[src/rtl/bank_read_scheduler.sv]
// Read-port to 2x2 X/Y bank scheduler for the vector register file.
// Per-bank round-robin issue with 1-cycle bank latency response routing.
module bank_read_scheduler #(
    parameter int PORT_NUM     = 2,
    parameter int DATA_WIDTH   = 64,
    parameter int ADDR_WIDTH   = 6,
    parameter int ADDR_X_SIZE  = 1,
    parameter int ADDR_X_WIDTH = 1,
    parameter int ADDR_Y_SIZE  = 16,
    parameter int ADDR_Y_WIDTH = 4
) (
    input  logic                                 clk,
    input  logic                                 rst,
    input  logic [PORT_NUM-1:0]                  rd_req_valid,
    output logic [PORT_NUM-1:0]                  rd_req_ready,
    input  logic [PORT_NUM-1:0][ADDR_WIDTH-1:0]  rd_req_addr,
    output logic [3:0]                           bank_rd_en,
    output logic [3:0][ADDR_Y_WIDTH-1:0]         bank_rd_addr,
    input  logic [3:0][DATA_WIDTH-1:0]           bank_rd_data,
    output logic [PORT_NUM-1:0]                  rd_rsp_valid,
    output logic [PORT_NUM-1:0][DATA_WIDTH-1:0]  rd_rsp_data
);

    localparam int PW = (PORT_NUM > 1) ? $clog2(PORT_NUM) : 1;

    function automatic logic [1:0] bank_of(input logic [ADDR_WIDTH-1:0] a);
        logic [31:0] x;
        logic [31:0] y;
        x = 32'(a[ADDR_X_WIDTH-1:0]);
        y = 32'(a[ADDR_WIDTH-1:ADDR_X_WIDTH]);
        return {x >= 32'(ADDR_X_SIZE), y >= 32'(ADDR_Y_SIZE)};
    endfunction

    logic [PORT_NUM-1:0]                    pend_vld;
    logic [PORT_NUM-1:0][1:0]               pend_bank;
    logic [PORT_NUM-1:0][ADDR_Y_WIDTH-1:0]  pend_row;
    logic [3:0][PW-1:0]                     rr;
    logic [PORT_NUM-1:0]                    rsp_vld_q;
    logic [PORT_NUM-1:0][1:0]               rsp_bank_q;

    logic [PORT_NUM-1:0]                    gnt;
    logic [PORT_NUM-1:0]                    acc;
    logic [3:0][PW-1:0]                     win;
    logic [3:0][PW-1:0]                     rr_nxt;
    logic [PW-1:0]                          idx;

    // Search each bank's pending ports starting at its round-robin pointer.
    always_comb begin
        gnt          = '0;
        win          = '0;
        idx          = '0;
        bank_rd_en   = '0;
        bank_rd_addr = '0;
        for (int b = 0; b < 4; b++) begin
            for (int k = 0; k < PORT_NUM; k++) begin
                idx = PW'((int'(rr[b]) + k) % PORT_NUM);
                if (!bank_rd_en[b] && pend_vld[idx] &&
                    pend_bank[idx] == 2'(b)) begin
                    bank_rd_en[b]   = 1'b1;
                    bank_rd_addr[b] = pend_row[idx];
                    win[b]          = idx;
                    gnt[idx]        = 1'b1;
                end
            end
        end
    end

    always_comb begin
        rr_nxt = '0;
        for (int b = 0; b < 4; b++) begin
            rr_nxt[b] = (win[b] == PW'(PORT_NUM - 1)) ? '0 : win[b] + 1'b1;
        end
    end

    assign rd_req_ready = ~pend_vld | gnt;
    assign acc          = rd_req_valid & rd_req_ready;

    always_ff @(posedge clk or posedge rst) begin
        if (rst) begin
            pend_vld   <= '0;
            pend_bank  <= '0;
            pend_row   <= '0;
            rr         <= '0;
            rsp_vld_q  <= '0;
            rsp_bank_q <= '0;
        end else begin
            for (int p = 0; p < PORT_NUM; p++) begin
                if (acc[p]) begin
                    pend_vld[p]  <= 1'b1;
                    pend_bank[p] <= bank_of(rd_req_addr[p]);
                    pend_row[p]  <= rd_req_addr[p][ADDR_X_WIDTH +: ADDR_Y_WIDTH];
                end else if (gnt[p]) begin
                    pend_vld[p] <= 1'b0;
                end
                if (gnt[p]) begin
                    rsp_bank_q[p] <= pend_bank[p];
                end
            end
            rsp_vld_q <= gnt;
            for (int b = 0; b < 4; b++) begin
                if (bank_rd_en[b]) begin
                    rr[b] <= rr_nxt[b];
                end
            end
        end
    end

    assign rd_rsp_valid = rsp_vld_q;

    always_comb begin
        rd_rsp_data = '0;
        for (int p = 0; p < PORT_NUM; p++) begin
            if (rsp_vld_q[p]) begin
                rd_rsp_data[p] = bank_rd_data[rsp_bank_q[p]];
            end
        end
    end

endmodule

[config.mk]
export PLATFORM = sky130hd
export DESIGN_NAME = bank_read_scheduler
export DESIGN_NICKNAME = d
export VERILOG_FILES = /design/src/rtl/bank_read_scheduler.sv
export SDC_FILE = /design/constraint.sdc
export NUM_CORES = 1
export LEC_CHECK = 0
export ABC_AREA = 1
export CAP_MARGIN = 20
export CORE_AREA = 5 5 162 164
export CTS_CLUSTER_SIZE = 14
export DETAILED_ROUTE_END_ITERATION = 8
export DIE_AREA = 0 0 167 169
export HOLD_SLACK_MARGIN = 0.05
export MAX_ROUTING_LAYER = met4
export PLACE_DENSITY = 0.73
export REMOVE_ABC_BUFFERS = 1
export SKIP_CTS_REPAIR_TIMING = 1
export SYNTH_ARGS = -nofsm -noshare
export SYNTH_HDL_FRONTEND = slang
export SYNTH_SLANG_ARGS = --single-unit
export TNS_END_PERCENT = 20
[constraint.sdc]
create_clock -name clk -period 1.5 [get_ports clk]
set_clock_uncertainty 0.05 [all_clocks]
set_input_delay 0.3 -clock clk [delete_from_list [all_inputs] [get_ports clk]]
set_output_delay 0.3 -clock clk [all_outputs]
set_load 0.02 [all_outputs]
# After elaboration in Yosys (flattened, before gate mapping)
# Cells that the tools add are included.
# W data, S select, Z words.
[op_classes]
addsub = 8
multipliers = 0
div_mod_pow = 0
order_cmp = 22
eq_ne = 6
shift = 0
n_mux = 110
bitwise_logic = 10
n_reduce_logical = 28
[ops]
columns = ["operator", "n"]
rows = [
  ["$bmux W64 S2", 2],
  ["$mux W64", 4],
  ["$mux W4", 24],
  ["$mux W1", 48],
  ["$mux W2", 24],
  ["$logic_and A1 B1 Y1", 20],
  ["$lt A1 B2 Y1 const B", 8],
  ["$or A2 B2 Y2", 8],
  ["$ge A1 B1 Y1 const B", 10],
  ["$ge A5 B5 Y1 const B", 2],
  ["$add A1 B1 Y1 const B", 8],
  ["$demux W1 S1", 8],
  ["$eq A2 B2 Y1 const B", 4],
  ["$lt A2 B3 Y1 const B", 2],
  ["$eq A2 B1 Y1 const B", 2],
  ["$logic_not A1 Y1", 4],
  ["$logic_not A2 Y1", 2],
  ["$reduce_bool A2 Y1", 2],
  ["$and A2 B2 Y2", 1],
  ["$not A2 Y2", 1],
]
[word_totals]
register_bits = 24
latch_bits = 0
ramBits = 0
rom_bits = 0
in_bits = 272
out_inout_bits = 152
word_cells = 197
n_memories = 0

# Longest topological paths before layout
# Gate-level depths: netlist of run 1.
[depth]
ltp_word = 24
depth_mapped = 12
mapped_depth_nobuf = 12

# Least setup slack after synthesis of run 1
# Ideal clock, no wire load.
[synth_timing]
kind = "register to output"
startpoint = "reg rsp_bank_q[0] (netlist name)"
endpoint = "out rd_rsp_data[20] (netlist name)"
arrival_time_ps = 1491
required_ps = 1150
setup_slack_ps = -341
stages_incl_launch_ff = 6
n_path_buf = 3
cell_sequence = "dfrtp_1 buf_2 buf_2 clkbuf_1 o211ai_1 a21oi_1"
[synth_lines]
columns = ["element", "line_no", "rtl"]
rows = [
  ["start, declared", "39", "logic [PORT_NUM-1:0][1:0] rsp_bank_q;"],
  ["start signal, assigned by index", "96", "rsp_bank_q[p] <= pend_bank[p];"],
  ["end, declared", "21", "output logic [PORT_NUM-1:0][DATA_WIDTH-1:0] rd_rsp_data"],
]

==> results of run 1 <==
==> through the flow <==
| stage | util, % | power [mW] | hold slack [ps] | cell area [um^2] |
|---|---|---|---|---|
| after detailed placement | 45.7 | 22.0 | 412 | 11300 |
| after global placement | 45.7 | 21.9 | 410 | 11300 |
| after CTS | 46.1 | 22.8 | 359 | 11400 |
| after global routing | 47.5 | 25.4 | 377 | 11700 |
| after floorplan | - | 10.1 | 265 | 5370 |
| final | 47.5 | 23.7 | 335 | 11700 |
==> kinds of logic (layout without fill, tap and decap cells) <==
logic type | count (synthesis) | in the layout
compound gates | 544 | 544
buf+inv | 257 | 736
flops | 24 | 24
other cells | 0 | 2
simple gates | 252 | 252
==> worst reg2reg max path, stage by stage, from the launching register on <==
cell and delay [ps]:
dfrtp_2 460, buf_6 140, inv_2 80, nand2_2 90, nor2_4 160, nor2_2 80
nand3_1 110, nand2_2 90, nor2_4 120, nand2_4 70, buf_4 130, buf_4 160
nand2_4 90, nand2_1 60, nand2_1 60
==> power by group through the flow <==
stage	clock, mW	sequential [mW]	combinational, mW
after CTS	0.652	1.41	20.7
final	0.654	1.48	21.6
after global placement	0	1.40	20.5
after global routing	0.684	1.53	23.1
after detailed placement	0	1.41	20.6
after floorplan	0	2.30	7.82
==> cells in the final DEF, fill, tap and decap left out, types with 24 or more instances in the layout <==
master           instances
buf_4                  194
nand2_1                175
clkdlybuf4s50_1        273
dlymetal6s2s_1          33
o21ai_0                110
a21oi_1                235
o211ai_1               128
inv_1                  145
a21oi_2                 24
buf_6                   35
==> area by class of cell <==
cell class,instances,area (um^2),share of cell area [%]
repair buffers,574,5500,46.8
diodes,2,5.00,0.0426
inverters,158,596,5.07
flip-flops and latches,24,624,5.31
clock buffers,4,88.8,0.756
well taps,330,413,3.51
multi-input cells,796,4520,38.5
==> worst min-delay path by stage <==
stage                startpoint           to  slack (ps)  cells past startpoint
detailed placement  pend_row[3]  pend_row[3]         410                      2
floorplan                   rst    async pin         260                      1
finish                      rst  pend_row[6]         340                      3
CTS                         rst  pend_row[6]         360                      3
global placement    pend_row[5]  pend_row[5]         410                      2
global route                rst  pend_row[6]         380                      3
==> layer usage <==
| layer | track usage [%] | up-vias | wire (um) |
|---|---|---|---|
| li1 | - | 4707 | - |
| met1 | 24.5 | 4452 | 13000 |
| met2 | 35.3 | 460 | 16100 |
| met3 | 4.48 | 62 | 2750 |
| met4 | 5.16 | 0 | 919 |
| met5 | - | - | 0 |
==> results.ini, run 1 <==
[outcome]
run_status = finished, violations left
violations = setup timing

[logic_synthesis]
synthMuxAreaShare_pct = 0
synth_common_cells = a21oi_1, nand2_1, inv_1
postSynthCellCount = 1077
yosysTopAreaCellShare_pct = 22.4
ys.flop_type = dfrtp_1
synth_top_family_by_area = compound AO/OA/AOI/OAI gates
synth_compound_area_share_pct = 53.0
synth.largest_area_cell = a21oi_1
yosysSeqAreaShare_pct = 10.4
yosys_warnings = 0
synth-xor-area-share_pct = 0
async_reset_ff_share_pct = 100
synth_edf_count = 0
synth.area.top_cells = a21oi_1, o211ai_1, nand2_1
yosysUniqueCellTypes = 22
syn_area_um2 = 5790
yosys_register_bits = 24
synth_simple_gate_area_share_pct = 19.0
synthAdderAreaFrac_pct = 0
synth_most_common_cell = a21oi_1
avgSynthCellArea_um2 = 5.38

[drt]
drt_iter0_drc = 826
wl_um = 32800
vias_per_cell = 5.13
drc = 0
routedWlPerCell_um = 17.4
dr.pass1.iters = 5
drtAntennaViolNets = 0
num_vias = 9681

[timing]
hold_viol = 0
drv_slew = 0
worst_pin_slew_ps = 347
fin_crit_sh_pct = 146
rsz0062_at_grt = true
setup_tns_ps = -85090
setup_slack_ps = -684
relSlewSlack_pct = 76.8
period_needed_ps = 2180
setup_violations = 172
fmax_ghz = 0.458

[floorplanning]
io_pins = 424
num_rows = 58
die_area_um2 = 28200
die_y_um = 169
start_util_pct = 23.4
coreArea_um2 = 24700
die_w_um = 167

[finish]
stdcell_count = 1888
drive_gt1_share_pct = 25.1
syn2layout_area_growth_pct = 103
nFillCells = 2490
finalNetCount = 1829

[placement]
dp_cells = 1872
hpwl_um = 25000
port_buffers = 423
gp_congestion = 0.942
dpl_worst_slack_ps = -788

[setup_path]
end_kind = primary output
crit_cells = 7
cp_cell_sequence = clkbuf_2, nand4_1, o21ai_2, a31oi_2, o22ai_2, buf_4, clkbuf_2
crit_fanout = 6
cp_num_buf_inv = 3
r2r_setup_slack_ps = -520
worst-setup-path-type = flip-flop to primary output
reg2reg_to = pend_row[1]
cpMaxStageDelayCell = dfrtp_2
critPathTopFamily = buffers and inverters
critPathLaunchType = flip-flop
r2r_start = pend_bank[1]
worstPathRequired_ps = 1150
crit_top_cell = clkbuf_2
max_stage_delay_ps = 430
reg2reg_depth = 14
cp-startpoint = pend_vld[0]
arrival_ps = 1830
critPathCapture = bank_rd_addr[11]

[power]
pwr-share-seq_pct = 6.3
p_int_mw = 10.7
switching_share_pct = 54.9
p_leak_nw = 5.48
p_per_area_nw_per_um2 = 2020
p_switching_mw = 13.0
irDropWorstVdd_mv = 1.59
p_comb_share_pct = 91.0
p_clk_share_pct = 2.8

[run]
maxCapViolCount = 0

[global_routing]
grt-ovfl-total = 0
grt_max_degree = 67
grt_pass1_vias = 8929
grt_first_pass_wirelength_um = 47300
antenna_found_initial = 2
grtUsageTotal_pct = 20.5

[cts]
root_buffer = clkbuf_16
max-clock-path-buffers = 2
clk_latency_ps = 260
htreeDepth = 1
cts_buffers = 3
clkSlewWorstSetupHoldPaths_ps = 70
cts_tree = yes
cts.sinks = 24

[min_path]
hold_class = input port to async pin

Note: power is estimated with default switching activity, not from simulation.
==> inputs of run 2 (changes only) <==
==> constraint.sdc (replaced) <==
create_clock -name clk -period 1.9 [get_ports clk]
set_clock_uncertainty 0.05 [all_clocks]
set_input_delay 0.38 -clock clk [delete_from_list [all_inputs] [get_ports clk]]
set_output_delay 0.38 -clock clk [all_outputs]
set_load 0.02 [all_outputs]
==> run 2 against run 1 <==
Against the previous run: the run still ends with setup timing left; first-iteration DRC count rose by 8.5%; via count is 1.9% higher; cell area up 2.0%; power decreased by 19%; global-route usage grew 0.63 points; flip-flop and latch count unchanged; sequential share of layout area down 0.10 points; setup slack better by 280 ps.
==> results.ini, run 2 (synthesized netlist as in run 1, its figures left out) <==
[finish]
final_area_um2 = 12000
finalNetCount = 1841
drive_gt1_share_pct = 24.8
nFillCells = 2411
stdcell_count = 1899
final_util_pct = 48.4
layout_commonest_cell = clkdlybuf4s50_1
syn2layout_area_growth_pct = 107
final_cell_mix = clkdlybuf4s50_1, a21oi_1, buf_4

[cts]
root_buffer = clkbuf_16
clkSlewWorstSetupHoldPaths_ps = 60
cts_buffers = 3
cts_tree = yes
htreeDepth = 1
max-clock-path-buffers = 2
cts.sinks = 24
clk_latency_ps = 260

[drt]
routedWlPerCell_um = 18.3
drt_iter0_drc = 896
vias_per_cell = 5.20
dr.pass1.iters = 5
drc = 0
drtAntennaViolNets = 0
wl_um = 34700
num_vias = 9867

[power]
p_comb_share_pct = 91.2
p_switching_mw = 10.7
pwr-share-seq_pct = 6.4
irDropWorstVdd_mv = 1.26
p_int_mw = 8.65
p_leak_nw = 5.70
p_per_area_nw_per_um2 = 1610
switching_share_pct = 55.2
p_clk_share_pct = 2.4

[global_routing]
grt_pass1_vias = 8980
antenna_found_initial = 2
grt_first_pass_wirelength_um = 48500
grt-ovfl-total = 0
grt_max_degree = 51
grtUsageTotal_pct = 21.2

[setup_path]
worst-setup-path-type = flip-flop to primary output
r2r_start = pend_vld[0]
end_kind = primary output
crit_fanout = 6
cp-startpoint = pend_bank[1]
worstPathRequired_ps = 1470
arrival_ps = 1880
critPathLaunchType = flip-flop

[timing]
fmax_ghz = 0.434
setup_violations = 163
hold_viol = 0
relSlewSlack_pct = 75.0
period_needed_ps = 2310
fin_crit_sh_pct = 121
drv_slew = 0
rsz0062_at_grt = true
setup_slack_ps = -405
worst_pin_slew_ps = 374

[placement]
dp_cells = 1872
hpwl_um = 25200
port_buffers = 423
dpl_worst_slack_ps = -583
placed_cell_area_um2 = 11300
gp_congestion = 0.991

[floorplanning]
die_y_um = 169
start_util_pct = 23.4
num_rows = 58
die_area_um2 = 28200
coreArea_um2 = 24700
io_pins = 424
die_w_um = 167

[min_path]
hold_class = input port to async pin

[outcome]
run_status = finished, violations left
violations = setup timing

[run]
maxCapViolCount = 0

==> run 2: cell count changes in the layout (fill, tap and decap cells not counted), moves of 9 or more <==
| cell | before | now |
|---|---|---|
| dlymetal6s2s_1 | 33 | 43 |
| o21ai_0 | 110 | 119 |
| buf_4 | 194 | 178 |
| clkbuf_2 | 17 | 33 |
| a21oi_2 | 24 | 15 |
| o21ai_1 | 22 | 12 |
==> run 2: stage by stage <==
stage	TNS, ps	hold WS, ps	total power [mW]
after floorplan	-424330	345	8.53
after global placement	-57900	405	17.3
after detailed placement	-59490	412	17.5
after CTS	-98150	429	18.1
after global routing	-49300	447	20.5
final	-36840	415	19.3
==> run 2: power groups by stage <==
| stage | logic, mW | registers [mW] | clock network [mW] |
|---|---|---|---|
| CTS | 16.4 | 1.16 | 0.467 |
| global route | 18.8 | 1.27 | 0.493 |
| global placement | 16.2 | 1.15 | 0 |
| detailed placement | 16.3 | 1.16 | 0 |
| floorplan | 6.56 | 1.97 | 0 |
| finish | 17.6 | 1.24 | 0.467 |
==> run 2: layer usage <==
metal / GRT usage (%) / vias up / part of all wire (%)
met5: - / - / 0
met3: 3.41 / 77 / 7.2
met2: 35.6 / 496 / 49
met1: 26.5 / 4561 / 41
met4: 5.62 / 0 / 2.9
li1: - / 4733 / -
==> run 2: final timing paths <==
check,to,slack [ps],depth (start not counted)
worst min-delay path,pend_row[4],410,3
worst max-delay path,rd_req_ready[1],-410,10
min in group clk,pend_row[6],430,2
worst min register to register,pend_row[6],430,2
worst max register to register,pend_bank[1],-130,12
max in group asynchronous,rsp_bank_q[0],1100,3
==> run 2: area by class of cell <==
type | instances | area [um^2] | area share (%)
timing repair buffer | 586 | 5680 | 47.4
inverter | 158 | 603 | 5.03
clock buffer | 3 | 75.1 | 0.627
tap | 330 | 413 | 3.45
sequential | 24 | 624 | 5.21
antenna | 2 | 5.00 | 0.0418
multi-input combinational | 796 | 4580 | 38.2
==> run 2: worst max-delay path: stages (launching register included) <==
cell	delay (ps)
dfrtp_2	490
buf_6	160
inv_4	60
nand2_2	60
nor2_4	180
nor2_4	60
nand3_1	110
nand3_2	120
nor2_4	160
nand2_4	70
buf_6	130
==> variant (config.mk and constraints of run 2) <==
The parameter `ADDR_Y_WIDTH` goes from 4 to 3.
--- a/src/rtl/bank_read_scheduler.sv
+++ b/src/rtl/bank_read_scheduler.sv
@@ -9,3 +9,3 @@
     parameter int ADDR_Y_SIZE  = 16,
-    parameter int ADDR_Y_WIDTH = 4
+    parameter int ADDR_Y_WIDTH = 3
 ) (
Ports: changed (resized bank_rd_addr); port bits go from 424 to 420. No check against the original RTL was run, so the function may have changed too.
==> variant against run 2 <==
The flow still finishes with violations (setup timing). Wire length up 2.0%. Cell count is 0.21% higher. Setup slack better by 0.060 ns. Power up 2.8%. Final area is 1.3% higher. Utilization rose by 0.64 points. Area after synthesis is 1.9% lower. Sequential cell count is 2 lower. Largest cell class unchanged. Largest power group unchanged.
==> variant: results (changes against run 2) <==
Place
  – Post-place setup slack: -0.564 ns (was -0.583 ns)
  – Placed cells: 1862 (was 1872)
  – Final HPWL DP: 25400 um (was 25200 um)
  – PortBufs: 417 (was 423)
  – GPL Wtd Cong: 0.998 (was 0.991)

STA
  – Setup TNS: -34.03 ns (was -36.84 ns)
  – Least-Margin Pin Slew: 0.303 ns (was 0.374 ns)
  – Setup slack after layout: -0.345 ns (was -0.405 ns)
  – Final setup viols: 146 (was 163)

Status
  – Failing checks: setup timing (unchanged)
  – Status: finished, violations left (unchanged)

Pwr
  – Leak: 0.00541 uW (was 0.00570 uW)
  – Worst VDD drop: 0.906 mV (was 1.26 mV)

Synth
  – Yosys cell types: 23 (was 22)
  – Post-synth top cells: a21oi_1, nand2_1, inv_1, o21ai_0, o211ai_1 (unchanged)
  – Post-synthesis sequential area ratio: 9.68% (was 10.4%)
  – Mapped Cells: 1063 (was 1077)

Global routing
  – Overall Global Routing Usage: 21.0% (was 21.2%)
  – Global-route wire length before repair: 47900 um (was 48500 um)
  – Vias in the first global route: 8945 (was 8980)
  – Pin count of the biggest net entering global routing: 58 (was 51)
  – Antenna violations before repair: 1 (was 2)

CTS
  – Clock Tree Root: clkbuf_16 (unchanged)
  – H-tree depth: 1 (unchanged)

Cells and area
  – Nets: 1846 (was 1841)
  – Fill cell count: 2455 (was 2411)
  – Share of cells above drive strength 1: 28.8% (was 24.8%)

Worst setup path
  – CP arrival: 1.81 ns (was 1.88 ns)
  – Crit path max-delay cell type: dfrtp_4 (was dfrtp_2)
  – Critical Path Max Stage Delay: 0.55 ns (was 0.49 ns)

Routing
  – DR iter-0 viols: 806 (was 896)
  – Wirelength, routed: 35400 um (was 34700 um)
==> variant: changes by cell type after synthesis, sizes merged <==
cell	change
inv	-3
nand2	-4
clkinv	+1
buf	-6
dfrtp	-2
nand3	-2
o22ai	-4
clkbuf	+6
==> variant: cell type report <==
class	instances	share of cell area [%]
flip-flops and latches	22	4.73
multi-input cells	786	36.9
inverters	156	4.84
well taps	330	3.40
repair buffers	605	49.5
clock buffers	3	0.618
diodes	1	0.0206
==> variant: path summary, 6_finish.rpt <==
path                                     from                          to  slack [ns]  cells past startpoint
worst max-delay path            rsp_bank_q[2]             rd_rsp_data[66]       -0.34                      7
worst min register to register    pend_row[5]                 pend_row[5]        0.43                      2
worst max register to register    pend_vld[0]                 pend_row[1]        0.06                     12
min in group clk                  pend_row[5]                 pend_row[5]        0.43                      2
max in group asynchronous                 rst               rsp_bank_q[2]        1.11                      3
worst min-delay path                      rst  asynchronous set/reset pin        0.42                      3
==> variant: kinds of logic after synthesis <==
family	count (synthesis)	synth area share, %
and+or+nand+nor	246	19.1
DFF	22	9.68
buffers and inverters	255	17.6
AOI/OAI and AO/OA	540	53.6
==> variant: per-layer routing <==
layer / part of all wire, % / routed length (um) / up-vias / global-route usage [%]
li1: - / - / 4732 / -
met3: 6.3 / 2220 / 63 / 2.80
met1: 41 / 14600 / 4584 / 25.0
met2: 50 / 17700 / 449 / 37.9
met5: 0 / 0 / - / -
met4: 2.4 / 857 / 0 / 4.59
==> variant: stage by stage <==
step / power, uW / hold slack [ns] / area (sq um)
final: 19900 / 0.423 / 12100
after global routing: 21200 / 0.458 / 12100
after CTS: 18100 / 0.428 / 11400
after detailed placement: 17600 / 0.414 / 11400
after global placement: 17400 / 0.406 / 11400
after floorplan: 8320 / 0.319 / 5270
==> variant: report_power, final <==
part           internal [uW]  switching (uW)
Sequential               756             373
Combinational           8220           10100
Clock                    278             168
==> variant: worst max-delay path: cells and delay by family (launching register included) <==
kind | cells | cell delay [ns]
AOI/OAI and AO/OA | 3 | 0.40
buffers and inverters | 4 | 0.61
DFF | 1 | 0.55
